<file path="src/rtl/mux_scan_sampler_pkg.sv">
// Shared definitions for the mux scan sampler: FSM encoding, channel count
// and the dwell-counter width helper.
package mux_scan_sampler_pkg;

  typedef enum logic [1:0] {
    IDLE = 2'd0,
    SCAN = 2'd1,
    DONE = 2'd2
  } state_e;

  localparam int unsigned NUM_CH = 4;

  // Counter width for a given dwell: ceil(log2(dwell)), never below one bit.
  function automatic int unsigned cnt_width(input int unsigned dwell);
    return (dwell < 2) ? 1 : int'($clog2(dwell));
  endfunction

endpackage

</file>
<file path="src/rtl/mux_scan_sampler_dwell_counter.sv">
// Dwell counter: counts cycles spent on one mux channel and flags the last
// one. Clear has priority over enable.
module dwell_counter
  import mux_scan_sampler_pkg::*;
#(
  parameter int unsigned DWELL = 4
) (
  input  logic clk,
  input  logic rst_n,
  input  logic clr,
  input  logic en,
  output logic tc
);

  localparam int unsigned CW = cnt_width(DWELL);
  localparam logic [CW-1:0] LAST = CW'(DWELL - 1);

  logic [CW-1:0] count_q;
  logic [CW-1:0] count_d;

  // Next count: clear, advance, or hold.
  always_comb begin
    count_d = count_q;
    if (clr) begin
      count_d = '0;
    end else if (en) begin
      count_d = count_q + CW'(1);
    end
  end

  // Count register.
  always_ff @(posedge clk or negedge rst_n) begin
    if (!rst_n) begin
      count_q <= '0;
    end else begin
      count_q <= count_d;
    end
  end

  assign tc = (count_q == LAST);

endmodule

</file>
<file path="src/rtl/mux_scan_sampler.sv">
// Mux scan sampler: steps the mux select through all channels, waits DWELL
// cycles on each, samples the mux output and publishes the whole word at once.
module mux_scan_sampler
  import mux_scan_sampler_pkg::*;
#(
  parameter int unsigned DWELL = 4
) (
  input  logic       clk,
  input  logic       rst_n,
  input  logic       start,
  input  logic       cont,
  input  logic       mux_out,
  output logic [1:0] sel,
  output logic       busy,
  output logic       done,
  output logic [3:0] data,
  output logic       valid
);

  localparam logic [1:0] LAST_CH = 2'(NUM_CH - 1);

  state_e     state_q, state_d;
  logic [1:0] sel_q, sel_d;
  logic [2:0] shadow_q, shadow_d;
  logic [3:0] data_q, data_d;
  logic       valid_q, valid_d;
  logic       cnt_clr, cnt_en, cnt_tc;

  dwell_counter #(
    .DWELL (DWELL)
  ) u_dwell (
    .clk   (clk),
    .rst_n (rst_n),
    .clr   (cnt_clr),
    .en    (cnt_en),
    .tc    (cnt_tc)
  );

  // Scan sequencing: channel stepping, sample capture and result publishing.
  // The last channel's sample goes straight into data alongside the shadow
  // bits, so data is only ever replaced as a complete word.
  always_comb begin
    state_d  = state_q;
    sel_d    = sel_q;
    shadow_d = shadow_q;
    data_d   = data_q;
    valid_d  = valid_q;
    cnt_clr  = 1'b1;
    cnt_en   = 1'b0;
    unique case (state_q)
      IDLE: begin
        if (start) begin
          state_d = SCAN;
          sel_d   = '0;
        end
      end
      SCAN: begin
        cnt_clr = cnt_tc;
        cnt_en  = !cnt_tc;
        if (cnt_tc) begin
          if (sel_q != LAST_CH) begin
            shadow_d[sel_q] = mux_out;
            sel_d           = sel_q + 2'd1;
          end else begin
            data_d  = {mux_out, shadow_q};
            valid_d = 1'b1;
            sel_d   = '0;
            state_d = DONE;
          end
        end
      end
      DONE: begin
        sel_d   = '0;
        state_d = (cont || start) ? SCAN : IDLE;
      end
      default: begin
        state_d = IDLE;
        sel_d   = '0;
      end
    endcase
  end

  // State, select, shadow and result registers.
  always_ff @(posedge clk or negedge rst_n) begin
    if (!rst_n) begin
      state_q  <= IDLE;
      sel_q    <= '0;
      shadow_q <= '0;
      data_q   <= '0;
      valid_q  <= 1'b0;
    end else begin
      state_q  <= state_d;
      sel_q    <= sel_d;
      shadow_q <= shadow_d;
      data_q   <= data_d;
      valid_q  <= valid_d;
    end
  end

  assign sel   = sel_q;
  assign busy  = (state_q == SCAN);
  assign done  = (state_q == DONE);
  assign data  = data_q;
  assign valid = valid_q;

endmodule

</file>
<file path="config.mk">
export PLATFORM = sky130hd
export DESIGN_NAME = mux_scan_sampler
export DESIGN_NICKNAME = d
export VERILOG_FILES = /design/src/rtl/mux_scan_sampler_pkg.sv /design/src/rtl/mux_scan_sampler_dwell_counter.sv /design/src/rtl/mux_scan_sampler.sv
export SDC_FILE = /design/constraint.sdc
export NUM_CORES = 1
export LEC_CHECK = 0
export ABC_CLOCK_PERIOD_IN_PS = 1500
export CAP_MARGIN = 30
export CORE_ASPECT_RATIO = 1.1
export CORE_MARGIN = 5
export CORE_UTILIZATION = 29
export CTS_CLUSTER_SIZE = 16
export DETAILED_ROUTE_END_ITERATION = 16
export REMOVE_ABC_BUFFERS = 1
export SETUP_SLACK_MARGIN = 0.3
export SKIP_LAST_GASP = 1
export SLEW_MARGIN = 10
export SYNTH_ARGS = -nofsm -noshare
export SYNTH_HDL_FRONTEND = slang
export SYNTH_SLANG_ARGS = --single-unit
</file>
<file path="constraint.sdc">
create_clock -name clk -period 1.5 [get_ports clk]
set_input_delay 0.45 -clock clk [delete_from_list [all_inputs] [get_ports clk]]
set_output_delay 0.45 -clock clk [all_outputs]
set_load 0.02 [all_outputs]
</file>
==> results.md <==
* CP startpoint kind: register
* Drt wl/cell at 13.2 µm
* Latest clock arrival within the worst-skew pair at 0.29 ns
* Non-Filler Instances at 119
* Post-synth cell types at 17
* Fraction of layout cells with a size suffix above 1 at 56.2%
* Max Cap Viol at 0
* Layout area overhead at 72.1%
* Critical path class: register to output port
* #FFs+latches synth at 14
* Clock Power Share at 10.6%
* Combinational power share at 57.6%
* Metal-1 WL at 683 µm
* RSZ-0062 raised after global routing: true
* Min Hold Slack at 0.459 ns
* Sequential Area at 350 µm²
* First-pass GRT wire length at 2260 µm
* Clock slew at reported path FFs at 0.09 ns
* Rows at 18
* Met3 WL post-DR at 88 µm
* Slew HR at 83.9%
* Ys flop type: dfrtp_1
* Final setup margin at 0.0470 ns
* Mux cell area share after synthesis at 13.9%
* Number of remaining DRC errors at 0
* Worst-margin pin slew at 0.240 ns
* Overall Global Routing Usage at 9.97%
* Final worst path period share at 96.9%
* Setup TNS at 0 ns
* Vias in the first global route at 517
* GP Congestion at 0.707
* DR vias at 527
* Sw frac at 34.4%
* Antenna diodes at 0
* CP peak stage delay at 0.40 ns
* ANT nets after route at 0
* Final setup violation count at 0
* Crit path required time at 1.05 ns
* Peak VDD IR at 0.864 mV
* Post-Syn Area at 649 µm²
* Nets at 101
* Pre-CTS setup slack at -0.183 ns
* Max Freq at 688 MHz
* CP endpoint kind: output port
* Post-synth EDFFs at 0
* DRT Pass-1 Iters at 3
* Final Hold Vio Count at 0
* Slew Limit Fails at 0
* Final Cell Area at 1120 µm²
* Clock Skew at 0.00905 ns
* Asr flop ratio synth at 100%
* # hold bufs at CTS at 0
* Largest family of logic cells by synthesized area: simple AND/OR/NAND/NOR gates
* Most frequent cells in the layout: buf_6 (17), dfrtp_1 (14), buf_4 (12)
* Crit Reg-Reg Startpoint: sel[1]$_DFFE_PN0P_
* Initial antenna violation count at 0
* Vias per cell at 4.43
* Critical Path AT at 1.00 ns
* Synth Area in Compound Gates at 3.85%
* Fin util at 51.1%
* Crit path cell chain: nand2b_4 > inv_4 > buf_6
* Cell internal pwr at 1.36 mW
* CP max-delay cell: dfrtp_1
* Origin of the worst setup path: state_q[1]$_DFFE_PN0P_
* XOR/XNOR Fraction of Synth Area at 0%
* Min Tclk post-route at 1.45 ns
* Routed wire length at 1570 µm
* Initial Utilization at 29.7%
* Filler Cell Count at 216
* Sequential cell area fraction in the yosys report at 53.9%
* Lkg Pwr at 0.534 nW
* Clock H-tree levels at 1
* Die height at 59.6 µm
* Synth area leaders: dfrtp_1 (54%), ha_1 (9.6%), mux2_2 (8.7%)
* Top sig layer: met4
* Simple-Gate Fraction of Synth Area at 16.4%
* Area of the multi-input gates at 363 µm²
* IO Pins at 14
* Die W at 55.1 µm
* Yosys top cell area share at 53.9%
* Post-Synthesis Cells at 53
* Register share of total power at 31.8%
* Met2 wire len at 758 µm
* Commonest non-fill, non-tap cell in the layout: buf_6
* DRT iter0 DRCs at 1
* Core region area at 2180 µm²
* Root Driver: clkbuf_4
* Status: completed
* Total power at 2.08 mW
* Net switching power at 0.717 mW
* Synth warn at 0
* Adder-Cell Fraction of Synth Area at 9.63%
* Synth area leader: dfrtp_1
* Clock sinks at 14
* Buffers added on ports at 13
* Critical path peak fanout at 3
* Post-detail-place hpwl at 971 µm
* CTS tree: done
* Avg Cell Area, Syn at 12.3 µm²
* CTS Buffer Depth at 2
* Post-DP Area at 885 µm²
* Die area at 3290 µm²
* Delay-heaviest family, CP: flip-flops
* Dpl cells at 105
* Tightest Hold Check Type: input port to asynchronous set/reset pin
* Critical path buffer and inverter count at 2
* Cts bufs inserted at 3
* Largest net degree at the start of global routing at 15
* PwrDens at 1860 nW/µm²
* Total grt overflow at 0
-- logic make-up after synthesis --
kind of cell,count (synthesis)
AO/OA/AOI/OAI,5
adder cells (fa/ha/maj),5
buffers and inverters,4
flip-flops,14
multiplexers,8
AND/OR/NAND/NOR,17
-- metal layers --
metal,GRT usage [%],vias up
met4,7.29,0
met2,14.7,13
met1,12.0,254
met5,0,-
li1,-,256
met3,3.02,4
-- final cells by class --
type	count	share of cell area (%)
clock buffers	3	2.02
multi-input cells	35	32.5
well taps	30	3.36
inverters	4	2.02
repair buffers	33	28.8
flip-flops and latches	14	31.4
-- worst paths after layout --
kind,slack (ns),cells past startpoint,endpoint
max,0.05,3,busy
min,0.46,2,sel[1]$_DFFE_PN0P_
max reg2reg,0.05,4,shadow_q[0]$_DFFE_PN0P_
min reg2reg,0.49,1,valid$_DFFE_PN0P_
max in group asynchronous,0.86,2,data[0]$_DFFE_PN0P_
min in group clk,0.49,1,valid$_DFFE_PN0P_
-- synth_stat cells, types with 2 or more instances --
cell type	instances
mux2_2	5
ha_1	5
mux2_1	3
nor2b_1	2
a21oi_1	3
dfrtp_1	14
inv_1	4
nand2_1	5
o21ai_0	2
nor3b_1	3
-- state kept, by name, indices dropped and copies added (netlist names) --
signal / flops
sel: 2
u_dwell.count_q: 2
valid: 1
shadow_q: 3
state_q: 2
data: 4
-- power by group through the flow --
stage	clock network, mW	registers [mW]	logic [mW]
after floorplan	0	0.723	0.309
after global placement	0	0.626	0.751
after detailed placement	0	0.634	0.774
after CTS	0.227	0.640	0.916
after global routing	0.243	0.678	1.31
final	0.221	0.661	1.20
-- timing repair --
| action | 4_1_cts | 5_1_grt |
|---|---|---|
| gates resized for setup | 65 | 20 |
| setup endpoints to repair | 18 | 19 |
| buffers inserted | 4 | 7 |
| cloned | 0 | 0 |
| endpoints found under the hold margin | 0 | 0 |
| pin swaps | 5 | 9 |
Note: power is estimated with default switching activity, not from simulation.
